File: config.mk
export PLATFORM = sky130hd
export DESIGN_NAME = matmul_host_ctrl
export DESIGN_NICKNAME = d
export VERILOG_FILES = /design/src/rtl/matmul_pkg.sv /design/src/rtl/matmul_host_ctrl.sv
export SDC_FILE = /design/constraint.sdc
export NUM_CORES = 1
export LEC_CHECK = 0
export BUFFER_PORTS_ARGS = -buffer_cell sky130_fd_sc_hd__buf_2
export CAP_MARGIN = 20
export CORE_MARGIN = 2
export CORE_UTILIZATION = 35
export DETAILED_ROUTE_END_ITERATION = 12
export PLACE_DENSITY = 0.68
export SLEW_MARGIN = 20
export SYNTH_ARGS = -nofsm -noshare
export SYNTH_HDL_FRONTEND = slang
export SYNTH_SLANG_ARGS = --single-unit
File: constraint.sdc
create_clock -name clk -period 3.8 [get_ports clk]
set_clock_uncertainty 0.15 [all_clocks]
set_input_delay 0.76 -clock clk [delete_from_list [all_inputs] [get_ports clk]]
set_output_delay 0.76 -clock clk [all_outputs]
set_load 0.005 [all_outputs]
File: src/rtl/matmul_pkg.sv
// Shared constants and state encoding for the systolic-array host sequencer.
package matmul_pkg;

    localparam int DWIDTH   = 16;
    localparam int AWIDTH   = 9;
    localparam int MEM_SIZE = 512;
    localparam int N        = 4;

    localparam int WW = N * DWIDTH;
    localparam int RW = 2 * DWIDTH;
    localparam int CW = $clog2(N);
    localparam int IW = $clog2(N * N);

    typedef enum logic [3:0] {
        IDLE,
        CLR,
        LOAD_A,
        LOAD_B,
        WR_FLUSH,
        RUN,
        DR_SEL,
        DR_CAP,
        DR_OUT,
        DONE
    } state_e;

endpackage

File: src/rtl/matmul_host_ctrl.sv
// Host sequencer: loads A/B RAMs, runs the 4x4 array, streams out C.
module matmul_host_ctrl
    import matmul_pkg::*;
(
    input  logic              clk,
    input  logic              reset,
    input  logic              cfg_start,
    input  logic [WW-1:0]     in_data,
    input  logic              in_valid,
    output logic              in_ready,
    output logic [RW-1:0]     res_data,
    output logic              res_valid,
    input  logic              res_ready,
    output logic              res_last,
    output logic              busy,
    output logic              mem_wr_en,
    output logic [AWIDTH-1:0] mem_addr,
    output logic [WW-1:0]     mem_data,
    output logic              we_a,
    output logic              we_b,
    output logic              mm_reset,
    output logic              start_mat_mul,
    input  logic              done_mat_mul,
    output logic [AWIDTH-1:0] out_sel,
    input  logic [RW-1:0]     data_out
);

    state_e state_q, state_d;
    logic [CW-1:0] cnt_q, cnt_d;
    logic [IW-1:0] idx_q, idx_d;

    logic              in_ready_q, in_ready_d;
    logic [RW-1:0]     res_data_q, res_data_d;
    logic              res_valid_q, res_valid_d;
    logic              res_last_q, res_last_d;
    logic              busy_q, busy_d;
    logic              mem_wr_en_q, mem_wr_en_d;
    logic [AWIDTH-1:0] mem_addr_q, mem_addr_d;
    logic [WW-1:0]     mem_data_q, mem_data_d;
    logic              we_a_q, we_a_d;
    logic              we_b_q, we_b_d;
    logic              mm_reset_q, mm_reset_d;
    logic              start_q, start_d;
    logic [AWIDTH-1:0] out_sel_q, out_sel_d;

    logic in_hs, res_hs, last_beat, last_idx;

    // in_ready_q is high only in LOAD_A/LOAD_B, so in_hs is a load beat
    assign in_hs     = in_valid & in_ready_q;
    assign res_hs    = res_valid_q & res_ready;
    assign last_beat = (cnt_q == CW'(N - 1));
    assign last_idx  = (idx_q == IW'(N * N - 1));

    always_ff @(posedge clk) begin
        if (reset) begin
            state_q     <= IDLE;
            cnt_q       <= '0;
            idx_q       <= '0;
            in_ready_q  <= 1'b0;
            res_data_q  <= '0;
            res_valid_q <= 1'b0;
            res_last_q  <= 1'b0;
            busy_q      <= 1'b0;
            mem_wr_en_q <= 1'b0;
            mem_addr_q  <= '0;
            mem_data_q  <= '0;
            we_a_q      <= 1'b0;
            we_b_q      <= 1'b0;
            mm_reset_q  <= 1'b0;
            start_q     <= 1'b0;
            out_sel_q   <= '0;
        end else begin
            state_q     <= state_d;
            cnt_q       <= cnt_d;
            idx_q       <= idx_d;
            in_ready_q  <= in_ready_d;
            res_data_q  <= res_data_d;
            res_valid_q <= res_valid_d;
            res_last_q  <= res_last_d;
            busy_q      <= busy_d;
            mem_wr_en_q <= mem_wr_en_d;
            mem_addr_q  <= mem_addr_d;
            mem_data_q  <= mem_data_d;
            we_a_q      <= we_a_d;
            we_b_q      <= we_b_d;
            mm_reset_q  <= mm_reset_d;
            start_q     <= start_d;
            out_sel_q   <= out_sel_d;
        end
    end

    always_comb begin
        state_d = state_q;
        cnt_d   = cnt_q;
        idx_d   = idx_q;
        unique case (state_q)
            IDLE:     if (cfg_start) state_d = CLR;
            CLR: begin
                state_d = LOAD_A;
                cnt_d   = '0;
            end
            LOAD_A: if (in_hs) begin
                cnt_d = cnt_q + 1'b1;
                if (last_beat) begin
                    state_d = LOAD_B;
                    cnt_d   = '0;
                end
            end
            LOAD_B: if (in_hs) begin
                cnt_d = cnt_q + 1'b1;
                if (last_beat) state_d = WR_FLUSH;
            end
            WR_FLUSH: state_d = RUN;
            RUN: if (done_mat_mul) begin
                state_d = DR_SEL;
                idx_d   = '0;
            end
            DR_SEL:   state_d = DR_CAP;
            DR_CAP:   state_d = DR_OUT;
            DR_OUT: if (res_hs) begin
                if (last_idx) begin
                    state_d = DONE;
                end else begin
                    idx_d   = idx_q + 1'b1;
                    state_d = DR_SEL;
                end
            end
            DONE:     state_d = IDLE;
            default:  state_d = IDLE;
        endcase
    end

    // Outputs are derived from the next state so they register in step with it
    always_comb begin
        in_ready_d  = (state_d == LOAD_A) || (state_d == LOAD_B);
        busy_d      = (state_d != IDLE);
        mm_reset_d  = (state_d == CLR);
        mem_wr_en_d = (state_d inside {CLR, LOAD_A, LOAD_B, WR_FLUSH});
        start_d     = (state_d inside {RUN, DR_SEL, DR_CAP, DR_OUT});
        we_a_d      = 1'b0;
        we_b_d      = 1'b0;
        mem_addr_d  = mem_addr_q;
        mem_data_d  = mem_data_q;
        if (state_d == CLR) begin
            we_a_d     = 1'b1;
            we_b_d     = 1'b1;
            mem_addr_d = AWIDTH'(MEM_SIZE - 1);
            mem_data_d = '0;
        end else if (in_hs) begin
            we_a_d     = (state_q == LOAD_A);
            we_b_d     = (state_q == LOAD_B);
            mem_addr_d = AWIDTH'(cnt_q);
            mem_data_d = in_data;
        end
        out_sel_d   = (state_d == DR_SEL) ? AWIDTH'(idx_d) : out_sel_q;
        res_data_d  = res_data_q;
        res_valid_d = res_valid_q;
        res_last_d  = res_last_q;
        if (state_q == DR_CAP) begin
            res_data_d  = data_out;
            res_valid_d = 1'b1;
            res_last_d  = last_idx;
        end else if (res_hs) begin
            res_valid_d = 1'b0;
            res_last_d  = 1'b0;
        end
    end

    assign in_ready      = in_ready_q;
    assign res_data      = res_data_q;
    assign res_valid     = res_valid_q;
    assign res_last      = res_last_q;
    assign busy          = busy_q;
    assign mem_wr_en     = mem_wr_en_q;
    assign mem_addr      = mem_addr_q;
    assign mem_data      = mem_data_q;
    assign we_a          = we_a_q;
    assign we_b          = we_b_q;
    assign mm_reset      = mm_reset_q;
    assign start_mat_mul = start_q;
    assign out_sel       = out_sel_q;

endmodule
=== Word-level counts from Yosys, hierarchy flattened ===
Cells that the tools add are included.

* Bits in registers: 128
* Logic and storage cells: 76
* Output and inout port bits: 123
* Input port bits: 102

* Multiplexer cells: 26
* Bitwise operators: 2
* Add/sub/neg operators: 2
* Reductions and logical operators: 10
* Eq/ne operators: 20

{| class="wikitable"
|+ Operators with widths
! operator !! number
|-
| $mux 4 || 11
|-
| $pmux 4 s9 || 1
|-
| $eq 4x3->1 const B || 8
|-
| $mux 9 || 2
|-
| $eq 4x2->1 const B || 4
|-
| $eq 4x4->1 const B || 3
|-
| $reduce_bool 4->1 || 3
|-
| $eq 4x1->1 const B || 2
|-
| $pmux 4 s2 || 1
|-
| $mux 1 || 7
|-
| $mux 2 || 3
|-
| $pmux 2 s3 || 1
|-
| $add 4x1->4 const B || 1
|-
| $logic_not 4->1 || 1
|-
| $ne 2x2->1 const B || 2
|-
| $reduce_bool 2->1 || 2
|-
| $reduce_and 3->1 || 1
|-
| $reduce_bool 3->1 || 1
|-
| $add 2x1->2 const B || 1
|-
| $and 1x1->1 || 2
|-
| $eq 2x2->1 const B || 1
|-
| $reduce_or 2->1 || 1
|-
| $logic_or 1x1->1 || 1
|}

=== Logic depth before layout (Yosys ltp) ===
* Depth in word-level cells: 6
* Mapped depth: 8
* Depth with buffers taken out: 7

=== Least setup slack after synthesis ===
Ideal clock, no wire load.

* Path type: input to register
* Start point: in in_valid
* End point: reg out_sel_q[2] (netlist: out_sel[2])
* Stages on the path: 7
* Buffers on the path: 1
* Setup time: 0.121 ns
* Data required time: 3.529 ns
* Setup slack: 1.418 ns
* Data arrival time: 2.111 ns
* Path through: and3_1 > buf_2 > xnor2_1 > o32ai_1 > a21oi_1 > nor3b_4 > mux2_2

* Cells in the longest elaborated chain, start to end: 4
* Elaborated cells on any way between the ends: 5
* Those cells by class: eq/ne: 1; mux: 3; bitwise: 1

{| class="wikitable"
|+ RTL lines
! what !! line !! RTL
|-
| start, declared || matmul_host_ctrl.sv:9 || <nowiki>input logic in_valid,</nowiki>
|-
| $and 1x1->1 (*) || matmul_host_ctrl.sv:49 || <nowiki>assign in_hs = in_valid & in_ready_q;</nowiki>
|-
| $mux 4 (on tied branches) || matmul_host_ctrl.sv:109, matmul_host_ctrl.sv:102 ||
|-
| $pmux 4 s9 (*) || matmul_host_ctrl.sv:96 || <nowiki>unique case (state_q)</nowiki>
|-
| $eq 4x3->1 (*) || matmul_host_ctrl.sv:155 || <nowiki>out_sel_d = (state_d == DR_SEL) ? AWIDTH'(idx_d) : out_sel_q;</nowiki>
|-
| end signal, assigned || matmul_host_ctrl.sv:88 || <nowiki>out_sel_q <= out_sel_d;</nowiki>
|-
| end, declared || matmul_host_ctrl.sv:44 || <nowiki>logic [AWIDTH-1:0] out_sel_q, out_sel_d;</nowiki>
|}

Every way passes the cells marked *; elsewhere a longest branch is shown, timed or not.
A chain may end at the register's enable or synchronous reset.

=== Worst setup path in the final report ===
* Start point: reg state_q[1]
* End point: reg out_sel_q[2] (netlist: out_sel[2])

* Cells in the longest elaborated chain, start to end: 4
* Elaborated cells on any way between the ends: 19
* Those cells by class: eq/ne: 9; mux: 9; reduce/logical: 1

{| class="wikitable"
|+ RTL lines
! what !! line !! RTL
|-
| start, declared || matmul_host_ctrl.sv:28 || <nowiki>state_e state_q, state_d;</nowiki>
|-
| start signal, assigned || matmul_host_ctrl.sv:73 || <nowiki>state_q <= state_d;</nowiki>
|-
| $mux 4 (on tied branches) || matmul_host_ctrl.sv:111, matmul_host_ctrl.sv:104 ||
|-
| $mux 4 (on tied branches) || matmul_host_ctrl.sv:109, matmul_host_ctrl.sv:102 ||
|-
| $pmux 4 s9 || matmul_host_ctrl.sv:96 ||
|-
| $eq 4x3->1 || matmul_host_ctrl.sv:155 ||
|}

Several ways; a longest one is shown, not always the timed one.

==> out/qor.csv <==
metric,value,unit
outcome,"complete, no violations",
asr flop ratio synth,0,%
Final ANT Viol Nets,0,
mean post-synth cell area,7.99,um^2
"Hold Violations, Final",0,
wire per inst,12.2,um
HPWL Detailed,8.05,mm
Leakage,2.74,nW
Post-Synth Adder-Cell Area,0.554,%
top cell type by total area after synthesis,dfxtp_1,
initial antenna violation count,0,
most frequent cells in the layout,"buf_2, nand2_1, dfxtp_1, a21oi_1, clkbuf_16",
overflow left after global routing,0,
post-synthesis compound-gate area fraction,15.4,%
pwr/cell area,487,mW/mm^2
CP max FO,13,
CP Buf/Inv Count,1,
Post-CTS Hold Fix Bufs,0,
worst slew pin tran,713,ps
maxcap violations,0,
critical setup path kind,reg -> reg,
maximum VDD drop,234,uV
register share of total power,43.8,%
"Slew Viols, Final",0,
fmax,0.416,GHz
Port Buffer Count,219,
CP required,3940,ps
Netlist Area Pre-Place,0.00451,mm^2
XOR/XNOR Fraction of Synth Area,0.194,%
minimum clock period,2400,ps
clock sinks,122,
Clock Path Buffers,2,
crit path capture type,register,
DRT Wirelength,11.6,mm
register area,0.00244,mm^2
TritonCTS clock tree,yes,
All-Layer GR Usage,16.8,%
"commonest non-fill, non-tap cell in the layout",buf_2,
diode count,0,
1st-iter DRT viols,339,
critical path's most frequent cell,a21oi_1,
Setup Buffers After CTS,0,
Min-Delay Path Class,reg -> reg,
area share of the largest cell type after synthesis,54.1,%
largest net degree at the start of global routing,68,
worst path cell trace,inv_1 > a21oi_1 > o22ai_1 > a21oi_1 > nor3b_4 > mux2_2,
Via density,4.58,
Synth Register Bits,122,
crit path launch type,register,
Final #Nets,869,
Psw,0.000664,W
number of synthesized flops with an enable pin,0,
setup TNS,0,ps
RSZ-0062 raised after global routing,no,
Net Sw Frac,21.9,%
layout cell share with drive strength beyond 1,34.2,%
Initial Util,35.8,%
vias after detailed routing,4343,
"CTS clk-pin slew, worst paths",50,ps
Netlist cell types,39,
Area contributors post-synth,"dfxtp_1, nand2_1, a21oi_1",
site row count,41,
Comb pwr share,6.9,%
slowest CP cell,dfxtp_1,
Layout area overhead,38.1,%
largest family of logic cells by synthesized area,simple AND/OR/NAND/NOR gates,
Rel. slew slack,52.5,%
Yosys Warn Count,0,
Finished Layout Cells,949,
chip width,118,um
later-pin clock latency in the skew report,400,ps
Simple-Gate Fraction of Synth Area,23.6,%
die height,118,um
DRC,0,
critical path's top delay family,flip-flops,
P_int,0.00237,W
post-synthesis mux area share,0.749,%
fillers,1316,
area of the multi-input gates,0.00185,mm^2
vias in the first global route,3969,
power share of the clock group,49.3,%
CP arrival,2540,ps
Tcrit/Tclk final,63.2,%
die area,0.0138,mm^2
DR pass1 iterations,4,
Cells after Synth,565,
first-pass GRT wire length,19.0,mm
H-Tree Depth,4,
Worst path max stage delay,600,ps
register area share after synthesis,54.1,%
DP Cell Count,918,
top-level I/O count,225,
Routability Congestion,0.864,
core area,0.0126,mm^2
Setup-failing EPs final,0,
CTS Root Cell,clkbuf_16,
Num CTS Buffers,17,
cts repair resizes,0,
"Top FF cell, synth",dfxtp_1,
[path summary, 6_finish.rpt]
path,startpoint,endpoint,slack (ps),depth (start not counted)
setup / recovery,state_q[1],out_sel[2],1400,6
hold / removal,res_data[25],res_data[25],300,2
setup reg to reg,state_q[1],out_sel[2],1400,6
hold reg to reg,res_data[25],res_data[25],300,2
[synth_stat cells, types with 2 or more instances]
library cell  instances
nor3_1                4
a211oi_1              2
a2111oi_0             2
nor4_1                2
clkbuf_1             34
o21ai_0               5
mux2_2                3
inv_1                 4
nor2_1               15
dfxtp_1             122
nand2b_1              2
and3_1                2
nand2_1             211
buf_4                11
a31oi_1               4
ha_1                  2
a21oi_1             106
nor2b_1               4
o32ai_1               2
buf_2                 3
nand4_1               2
nand3_1               6
[kinds of logic (layout without fill, tap and decap cells)]
kind of cell	Yosys count	after routing
compound gates	128	128
xor+xnor	1	1
fa+ha+maj	2	2
buf+inv	52	260
flops	122	122
mux	3	3
other cells	1	5
simple gates	256	256
[per-layer routing]
layer / up-vias / global-route usage [%] / routed length [um] / part of all wire [%]
met1: 1940 / 20.6 / 5100 / 44
met3: 13 / 4.89 / 750 / 6.5
met4: 0 / 7.15 / 170 / 1.5
met2: 145 / 27.4 / 5600 / 48
met5: - / 0 / 0 / 0
li1: 2245 / - / - / -
[through the flow]
stage	setup WS (ps)	hold WS, ps	power [W]	util, %	cell area [um^2]
after detailed placement	1160	293	0.00157	44.9	5670
after CTS	1420	300	0.00308	49.4	6230
final	1400	298	0.00304	49.4	6230
after floorplan	1420	299	0.00147	-	4530
after global placement	1170	289	0.00157	44.9	5670
after global routing	1250	316	0.00319	49.4	6230
[power groups by stage]
| stage | sequential (W) | clock, W | combinational (W) |
|---|---|---|---|
| after floorplan | 0.00135 | 0 | 0.000116 |
| after global placement | 0.00135 | 0 | 0.000212 |
| after detailed placement | 0.00136 | 0 | 0.000211 |
| after CTS | 0.00133 | 0.00154 | 0.000212 |
| after global routing | 0.00133 | 0.00162 | 0.000235 |
| final | 0.00133 | 0.00150 | 0.000210 |
[layout make-up]
type,count,share of cell area [%]
Inverter,4,0.241
Tap cell,172,3.45
Clock inverter,7,1.04
Multi-Input combinational cell,395,29.7
Clock buffer,24,8.05
Sequential cell,122,39.2
Timing Repair Buffer,225,18.3
[worst min-delay path, delay by kind of cell, from the launching register on]
kind	cells	cell delay (ps)
AND/OR/NAND/NOR	1	50
AO/OA/AOI/OAI	1	50
flip-flops	1	300
[sequential cells by signal, summed over array words and instances (netlist names)]
register	flops
mem_data	64
res_data	32
idx_q	4
out_sel	4
state_q	4
mem_addr	3
cnt_q	2
busy	1
in_ready	1
mem_wr_en	1
mm_reset	1
res_last	1
res_valid	1
start_mat_mul	1
we_a	1
we_b	1
Power figures use the tool's default switching activity.
